$ cat src/rtl/knn_sched_if.sv
// Engine, memory and job-control bundle of the KNN center-point sequencer.
// The master modport is the sequencer side; the slave modport is the engine/memory/host side.
interface knn_sched_if #(
    parameter int DN        = 1024,
    parameter int ADDR_W    = 24,
    parameter int NCP       = 256,
    parameter int STAGE_NUM = 8
);
    localparam int CPW = (NCP > 1) ? $clog2(NCP) : 1;
    localparam int LPW = (DN > 1) ? $clog2(DN) : 1;
    localparam int STW = (STAGE_NUM > 1) ? $clog2(STAGE_NUM) : 1;

    logic              start;
    logic              busy;
    logic              done;
    logic              err;
    logic [CPW-1:0]    cp_raddr;
    logic [ADDR_W-1:0] cp_rdata;
    logic [LPW-1:0]    lp_raddr;
    logic [ADDR_W-1:0] lp_rdata;
    logic [ADDR_W-1:0] knn_cp;
    logic              knn_cp_vld;
    logic              knn_cp_ready;
    logic [ADDR_W-1:0] knn_lp;
    logic              knn_lp_vld;
    logic              knn_lp_ready;
    logic              knn_mask_vld;
    logic [STW-1:0]    mask_round;
    logic              knn_output_flag;
    logic              knn_cp_finish;
    logic              res_vld;
    logic [CPW-1:0]    res_cp_idx;
    logic [STW-1:0]    res_stage;

    modport master (
        input  start, cp_rdata, lp_rdata, knn_cp_ready, knn_lp_ready,
               knn_output_flag, knn_cp_finish,
        output busy, done, err, cp_raddr, lp_raddr, knn_cp, knn_cp_vld, knn_lp,
               knn_lp_vld, knn_mask_vld, mask_round, res_vld, res_cp_idx, res_stage
    );

    modport slave (
        output start, cp_rdata, lp_rdata, knn_cp_ready, knn_lp_ready,
               knn_output_flag, knn_cp_finish,
        input  busy, done, err, cp_raddr, lp_raddr, knn_cp, knn_cp_vld, knn_lp,
               knn_lp_vld, knn_mask_vld, mask_round, res_vld, res_cp_idx, res_stage
    );
endinterface

$ cat src/rtl/knn_sched.sv
// knn_sched: walks NCP center points, issuing CP strobe, unstalled DN-point LP burst and mask rounds per CP.
// CP strobe 3 cycles after start, held off by engine ready; KNN_SCHED_WDOG_EN adds a wait-state watchdog.
module knn_sched #(
    parameter int DN        = 1024,
    parameter int ADDR_W    = 24,
    parameter int NCP       = 256,
    parameter int STAGE_NUM = 8,
    parameter int WDOG_CYC  = 65535
) (
    input  logic        clk,
    input  logic        rst_n,
    knn_sched_if.master bus
);
    localparam int CPW = (NCP > 1) ? $clog2(NCP) : 1;
    localparam int LPW = (DN > 1) ? $clog2(DN) : 1;
    localparam int STW = (STAGE_NUM > 1) ? $clog2(STAGE_NUM) : 1;

    typedef enum logic [2:0] {
        S_IDLE, S_FETCH, S_CP_SEND, S_LP_SEND, S_WAIT_OUT, S_MASK_SEND, S_WAIT_FIN
    } state_t;

    state_t            r_state;
    logic              r_busy;
    logic              r_done;
    logic              r_cp_vld;
    logic              r_lp_vld;
    logic              r_mask_vld;
    logic [ADDR_W-1:0] r_knn_cp;
    logic [CPW-1:0]    r_cp_idx;
    logic [LPW-1:0]    r_lp_raddr;
    logic [LPW:0]      r_lp_cnt;
    logic [LPW:0]      r_mask_cnt;
    logic [STW-1:0]    r_stage;
    logic [STW-1:0]    r_mask_round;

`ifdef KNN_SCHED_WDOG_EN
    localparam int WDW = $clog2(WDOG_CYC + 1);
    logic              r_err;
    logic [WDW-1:0]    r_wdog;
    logic              w_wdog_run;

    // Counts only while staying in a wait state, so any transition restarts it.
    always_comb begin
        w_wdog_run = 1'b0;
        case (r_state)
            S_CP_SEND:  w_wdog_run = !r_cp_vld;
            S_WAIT_OUT: w_wdog_run = !bus.knn_output_flag;
            S_WAIT_FIN: w_wdog_run = !bus.knn_cp_finish;
            default:    w_wdog_run = 1'b0;
        endcase
    end
`endif

    always_ff @(posedge clk or negedge rst_n) begin
        if (!rst_n) begin
            r_state      <= S_IDLE;
            r_busy       <= 1'b0;
            r_done       <= 1'b0;
            r_cp_vld     <= 1'b0;
            r_lp_vld     <= 1'b0;
            r_mask_vld   <= 1'b0;
            r_knn_cp     <= '0;
            r_cp_idx     <= '0;
            r_lp_raddr   <= '0;
            r_lp_cnt     <= '0;
            r_mask_cnt   <= '0;
            r_stage      <= '0;
            r_mask_round <= '0;
`ifdef KNN_SCHED_WDOG_EN
            r_err        <= 1'b0;
            r_wdog       <= '0;
`endif
        end else begin
            r_done <= 1'b0;
`ifdef KNN_SCHED_WDOG_EN
            r_err  <= 1'b0;
`endif
            case (r_state)
                S_IDLE: begin
                    if (bus.start) begin
                        r_busy   <= 1'b1;
                        r_cp_idx <= '0;
                        r_state  <= S_FETCH;
                    end
                end
                S_FETCH: r_state <= S_CP_SEND;
                S_CP_SEND: begin
                    r_knn_cp <= bus.cp_rdata;
                    // Strobe cycle presents LP address 0 so data is ready for the burst's first beat.
                    if (r_cp_vld) begin
                        r_cp_vld   <= 1'b0;
                        r_lp_vld   <= 1'b1;
                        r_lp_raddr <= LPW'(1);
                        r_lp_cnt   <= (LPW+1)'(1);
                        r_state    <= S_LP_SEND;
                    end else if (bus.knn_cp_ready && bus.knn_lp_ready) begin
                        r_cp_vld   <= 1'b1;
                        r_lp_raddr <= '0;
                    end
                end
                S_LP_SEND: begin
                    if (r_lp_cnt == (LPW+1)'(DN)) begin
                        r_lp_vld     <= 1'b0;
                        r_stage      <= '0;
                        r_mask_round <= '0;
                        r_state      <= S_WAIT_OUT;
                    end else begin
                        r_lp_cnt   <= r_lp_cnt + (LPW+1)'(1);
                        r_lp_raddr <= r_lp_raddr + LPW'(1);
                    end
                end
                S_WAIT_OUT: begin
                    if (bus.knn_output_flag) begin
                        r_stage <= r_stage + STW'(1);
                        if (r_stage == STW'(STAGE_NUM - 1)) begin
                            r_state <= S_WAIT_FIN;
                        end else begin
                            r_mask_vld <= 1'b1;
                            r_mask_cnt <= (LPW+1)'(DN) >> r_mask_round;
                            r_state    <= S_MASK_SEND;
                        end
                    end
                end
                S_MASK_SEND: begin
                    if (r_mask_cnt == (LPW+1)'(1)) begin
                        r_mask_vld   <= 1'b0;
                        r_mask_round <= r_mask_round + STW'(1);
                        r_state      <= S_WAIT_OUT;
                    end else begin
                        r_mask_cnt <= r_mask_cnt - (LPW+1)'(1);
                    end
                end
                S_WAIT_FIN: begin
                    if (bus.knn_cp_finish) begin
                        if (r_cp_idx == CPW'(NCP - 1)) begin
                            r_done  <= 1'b1;
                            r_busy  <= 1'b0;
                            r_state <= S_IDLE;
                        end else begin
                            r_cp_idx <= r_cp_idx + CPW'(1);
                            r_state  <= S_FETCH;
                        end
                    end
                end
                default: r_state <= S_IDLE;
            endcase
`ifdef KNN_SCHED_WDOG_EN
            // Placed after the case so an expiry overrides that cycle's transition.
            if (w_wdog_run) begin
                if (r_wdog == WDW'(WDOG_CYC - 1)) begin
                    r_err    <= 1'b1;
                    r_busy   <= 1'b0;
                    r_cp_vld <= 1'b0;
                    r_wdog   <= '0;
                    r_state  <= S_IDLE;
                end else begin
                    r_wdog <= r_wdog + WDW'(1);
                end
            end else begin
                r_wdog <= '0;
            end
`endif
        end
    end

    assign bus.busy         = r_busy;
    assign bus.done         = r_done;
    assign bus.cp_raddr     = r_cp_idx;
    assign bus.lp_raddr     = r_lp_raddr;
    assign bus.knn_cp       = r_knn_cp;
    assign bus.knn_cp_vld   = r_cp_vld;
    assign bus.knn_lp       = bus.lp_rdata;
    assign bus.knn_lp_vld   = r_lp_vld;
    assign bus.knn_mask_vld = r_mask_vld;
    assign bus.mask_round   = r_mask_round;
    assign bus.res_vld      = bus.knn_output_flag & r_busy;
    assign bus.res_cp_idx   = r_cp_idx;
    assign bus.res_stage    = r_stage;
`ifdef KNN_SCHED_WDOG_EN
    assign bus.err          = r_err;
`else
    assign bus.err          = 1'b0 && (WDOG_CYC > 0);
`endif
endmodule

$ cat src/flat_wrapper.sv
// flat-port wrapper written by rule: the top's interface ports become plain ports
module knn_sched_flat 
#(
    parameter int DN        = 1024,
    parameter int ADDR_W    = 24,
    parameter int NCP       = 256,
    parameter int STAGE_NUM = 8,
    parameter int WDOG_CYC  = 65535
)
  (clk, rst_n, bus_start, bus_cp_rdata, bus_lp_rdata, bus_knn_cp_ready, bus_knn_lp_ready, bus_knn_output_flag, bus_knn_cp_finish, bus_busy, bus_done, bus_err, bus_cp_raddr, bus_lp_raddr, bus_knn_cp, bus_knn_cp_vld, bus_knn_lp, bus_knn_lp_vld, bus_knn_mask_vld, bus_mask_round, bus_res_vld, bus_res_cp_idx, bus_res_stage);
  knn_sched_if #(.DN(DN), .ADDR_W(ADDR_W), .NCP(NCP), .STAGE_NUM(STAGE_NUM)) bus_i ();
  input  logic clk;
  input  logic rst_n;
  input wire logic [$bits(bus_i.start)-1:0] bus_start;
  input wire logic [$bits(bus_i.cp_rdata)-1:0] bus_cp_rdata;
  input wire logic [$bits(bus_i.lp_rdata)-1:0] bus_lp_rdata;
  input wire logic [$bits(bus_i.knn_cp_ready)-1:0] bus_knn_cp_ready;
  input wire logic [$bits(bus_i.knn_lp_ready)-1:0] bus_knn_lp_ready;
  input wire logic [$bits(bus_i.knn_output_flag)-1:0] bus_knn_output_flag;
  input wire logic [$bits(bus_i.knn_cp_finish)-1:0] bus_knn_cp_finish;
  output wire logic [$bits(bus_i.busy)-1:0] bus_busy;
  output wire logic [$bits(bus_i.done)-1:0] bus_done;
  output wire logic [$bits(bus_i.err)-1:0] bus_err;
  output wire logic [$bits(bus_i.cp_raddr)-1:0] bus_cp_raddr;
  output wire logic [$bits(bus_i.lp_raddr)-1:0] bus_lp_raddr;
  output wire logic [$bits(bus_i.knn_cp)-1:0] bus_knn_cp;
  output wire logic [$bits(bus_i.knn_cp_vld)-1:0] bus_knn_cp_vld;
  output wire logic [$bits(bus_i.knn_lp)-1:0] bus_knn_lp;
  output wire logic [$bits(bus_i.knn_lp_vld)-1:0] bus_knn_lp_vld;
  output wire logic [$bits(bus_i.knn_mask_vld)-1:0] bus_knn_mask_vld;
  output wire logic [$bits(bus_i.mask_round)-1:0] bus_mask_round;
  output wire logic [$bits(bus_i.res_vld)-1:0] bus_res_vld;
  output wire logic [$bits(bus_i.res_cp_idx)-1:0] bus_res_cp_idx;
  output wire logic [$bits(bus_i.res_stage)-1:0] bus_res_stage;
  assign bus_i.start = bus_start;
  assign bus_i.cp_rdata = bus_cp_rdata;
  assign bus_i.lp_rdata = bus_lp_rdata;
  assign bus_i.knn_cp_ready = bus_knn_cp_ready;
  assign bus_i.knn_lp_ready = bus_knn_lp_ready;
  assign bus_i.knn_output_flag = bus_knn_output_flag;
  assign bus_i.knn_cp_finish = bus_knn_cp_finish;
  assign bus_busy = bus_i.busy;
  assign bus_done = bus_i.done;
  assign bus_err = bus_i.err;
  assign bus_cp_raddr = bus_i.cp_raddr;
  assign bus_lp_raddr = bus_i.lp_raddr;
  assign bus_knn_cp = bus_i.knn_cp;
  assign bus_knn_cp_vld = bus_i.knn_cp_vld;
  assign bus_knn_lp = bus_i.knn_lp;
  assign bus_knn_lp_vld = bus_i.knn_lp_vld;
  assign bus_knn_mask_vld = bus_i.knn_mask_vld;
  assign bus_mask_round = bus_i.mask_round;
  assign bus_res_vld = bus_i.res_vld;
  assign bus_res_cp_idx = bus_i.res_cp_idx;
  assign bus_res_stage = bus_i.res_stage;
  knn_sched #(.DN(DN), .ADDR_W(ADDR_W), .NCP(NCP), .STAGE_NUM(STAGE_NUM), .WDOG_CYC(WDOG_CYC)) u_core (.clk(clk), .rst_n(rst_n), .bus(bus_i));
endmodule
$ cat config.mk
export PLATFORM = sky130hd
export DESIGN_NAME = knn_sched_flat
export DESIGN_NICKNAME = d
export VERILOG_FILES = /design/src/rtl/knn_sched_if.sv /design/src/rtl/knn_sched.sv /design/src/flat_wrapper.sv
export SDC_FILE = /design/constraint.sdc
export NUM_CORES = 1
export LEC_CHECK = 0
export BUFFER_PORTS_ARGS = -buffer_cell sky130_fd_sc_hd__buf_2
export CAP_MARGIN = 20
export CORE_ASPECT_RATIO = 1.4
export CORE_MARGIN = 2
export CORE_UTILIZATION = 45
export CTS_CLUSTER_DIAMETER = 60
export CTS_CLUSTER_SIZE = 24
export DETAILED_ROUTE_END_ITERATION = 10
export PLACE_DENSITY = 0.72
export SLEW_MARGIN = 20
export SYNTH_ARGS = -nofsm -noshare
export SYNTH_HDL_FRONTEND = slang
export SYNTH_SLANG_ARGS = --single-unit
$ cat constraint.sdc
create_clock -name clk -period 5.8 [get_ports clk]
set_input_delay 0.87 -clock clk [delete_from_list [all_inputs] [get_ports clk]]
set_output_delay 0.87 -clock clk [all_outputs]
set_load 0.01 [all_outputs]
==> flow_summary.ini <==
[status]
outcome = finished, final reports clean

[placed_design]
post-place-ws_ps = 3390
hpwlAfterDp_mm = 6.79
gp_congestion = 0.938
port_buffers = 92
placed_cells = 585
placed_area_mm2 = 0.00463

[power_and_ir_drop]
netSwitchingFraction_pct = 22.0
ir_drop_mv = 0.149
fin_total_pwr_mw = 1.15
p_clk_share_pct = 49.2
switchingPower_mw = 0.253
seqPwrFrac_pct = 47.8
powerDensity_mw_per_mm2 = 232
intPower_mw = 0.896
power_leakage_nw = 2.37
p_comb_share_pct = 2.9

[cts]
cts_resized = 0
clockBufferDepth = 2
cts-buffers-inserted = 9
insertion_delay_ps = 340
root_buffer = clkbuf_16
cts_htree_levels = 3
hold_buffers = 0
numClockSinks = 78
cts_tree = done
cts_setup_buffers = 0
clk_pin_slew_ps = 60

[die]
fp-row-count = 42
die_h_um = 120
die_area_mm2 = 0.0105
initial_utilization_pct = 46.1
dieWidth_um = 87.2
core_mm2 = 0.00946
pin_count = 142

[layout]
syn2layout_area_growth_pct = 13.5
layout.cells.non_filler = 602
nFillCells = 877
final_cell_area_mm2 = 0.00495
fin_nets = 556
layout-drive-gt1-share_pct = 28.9
antenna_cells = 0
final_core_util_pct = 52.3

[timing]
maxSlewViolCount = 0
hold_ws_ps = 490
setup_ws_ps = 3370
rsz0062_at_grt = false
skew_ps = 7.17
fin_crit_sh_pct = 41.9
min_period_ps = 2430
worst_pin_slew_ps = 1070
relSlewSlack_pct = 28.0
hold_violations = 0
finalSetupTns_ps = 0
fmax_mhz = 411
setup_viol = 0

[grt]
grt_pass1_vias = 3574
grt_max_degree = 79
grt_pass1_wl_mm = 16.6
grt-ovfl-total = 0
antenna_found_initial = 0
grt_usage_pct = 19.7

[synth]
synth_edf_count = 0
async_flop_share_pct = 100
synth_flop_cell = dfrtp_1
ys_ff_latch = 78
synth_cell_types = 60
syn-mean-instance-area_um2 = 10.0
netlist_area_mm2 = 0.00436
ys_warn_count = 0
syn_inst = 434
synth_nets = 503
yosysSeqAreaShare_pct = 44.8

[setup_path]
worstPathArrival_ps = 2660
critPathCaptureType = flop
path_class = flop to flop
path_max_fanout = 8
required_ps = 6020
start_kind = flop

[detailed_routing]
drtAntennaViolNets = 0
drt_pass1_iterations = 4
drc = 0
routed_wl_mm = 9.65
vias = 3564
routed_via_density = 5.92
drt-wirelength-per-cell_um = 16.0
drt_iter0_markers = 151

[min_path]
hp-class = primary input to asynchronous set/reset pin

[job]
maxCapViolCount = 0
==> per-layer routing <==
layer / GRT usage [%] / wire, um / vias up
met5: 0 / 0 / -
met4: 9.23 / 231 / 0
met3: 3.69 / 485 / 19
met2: 33.8 / 4980 / 125
met1: 23.5 / 3950 / 1738
li1: - / - / 1682
==> power groups by stage <==
stage               Clock [mW]  Combinational (mW)  Sequential [mW]
floorplan                    0              0.0251            0.560
global route             0.605              0.0387            0.549
detailed placement           0              0.0332            0.559
finish                   0.566              0.0339            0.549
global placement             0              0.0324            0.559
CTS                      0.577              0.0334            0.549
==> worst max-delay path, stage by stage, from the launching register on <==
cell and delay [ps]:
dfrtp_1 400, inv_1 100, ha_1 140, nor4bb_1 550
nand4b_1 470, mux2_2 450, a32o_1 210
==> kinds of logic (layout without fill, tap and decap cells) <==
| kind of cell | count (synthesis) | in the layout | synth area share (%) |
|---|---|---|---|
| multiplexers | 29 | 29 | 7.37 |
| flip-flops | 78 | 78 | 44.8 |
| other | 1 | 1 | 0.0860 |
| XOR/XNOR | 2 | 2 | 0.402 |
| buffers and inverters | 70 | 128 | 9.38 |
| adder cells (fa/ha/maj) | 14 | 14 | 4.02 |
| AND/OR/NAND/NOR | 141 | 141 | 19.7 |
| AO/OA/AOI/OAI | 99 | 99 | 14.3 |
==> registers in the layout, indices dropped and copies added (netlist names) <==
register and count:
u_core.bus.busy 1, u_core.bus.cp_raddr 8, u_core.bus.done 1, u_core.bus.knn_cp 24, u_core.bus.knn_cp_vld 1, u_core.bus.knn_lp_vld 1, u_core.bus.knn_mask_vld 1, u_core.bus.lp_raddr 10
u_core.bus.mask_round 3, u_core.bus.res_stage 3, u_core.r_lp_cnt 11, u_core.r_mask_cnt 11, u_core.r_state 3
==> cell usage in the layout, fill, tap and decap left out, drive strengths merged, types with 11 or more instances in the layout <==
cell type	n
mux2	25
buf	93
nor2	14
o21ai	28
or4	13
nand2	23
inv	20
a21oi	25
nand3	21
o31ai	11
ha	14
dfrtp	78
==> synth_stat cells, drive strengths merged, types with 3 or more instances <==
library cell	instances	area share [%]
a31oi	7	1.0
nand2b	5	0.89
nor2	14	1.2
inv	19	1.6
nor4	6	0.86
a211o	3	0.60
dfrtp	78	45
mux2i	4	0.92
ha	14	4.0
and4	4	0.80
mux2	25	6.5
nand2	23	2.0
and3	7	1.0
nand4b	4	0.80
buf	42	7.0
or4	13	2.3
o21ai	28	3.2
and2	4	0.57
o22ai	4	0.57
nand4	7	1.0
clkbuf	9	0.77
a21oi	25	2.9
o31ai	11	1.9
nor3	10	1.1
nand3	21	2.4
or3	8	1.1
==> area by class of cell <==
| class | count | area, um2 | area share, % |
|---|---|---|---|
| repair buffers | 93 | 483 | 9.75 |
| clock buffers | 10 | 229 | 4.62 |
| well taps | 110 | 138 | 2.78 |
| flip-flops and latches | 78 | 1950 | 39.4 |
| inverters | 19 | 71.3 | 1.44 |
| multi-input cells | 286 | 2010 | 40.5 |
| clock inverters | 6 | 71.3 | 1.44 |
==> path summary, 6_finish.rpt <==
path | end | slack, ps | from | cells past startpoint
max | u_core.bus.mask_round[1] | 3370 | u_core.r_lp_cnt[0] | 6
min | u_core.bus.cp_raddr[5] | 490 | rst_n | 1
max reg2reg | u_core.bus.mask_round[1] | 3370 | u_core.r_lp_cnt[0] | 6
min reg2reg | u_core.bus.knn_mask_vld | 500 | u_core.bus.knn_mask_vld | 1
max in group asynchronous | u_core.r_mask_cnt[4] | 4720 | rst_n | 2
min in group clk | u_core.bus.knn_mask_vld | 500 | u_core.bus.knn_mask_vld | 1
(Power assumes the default switching activity.)
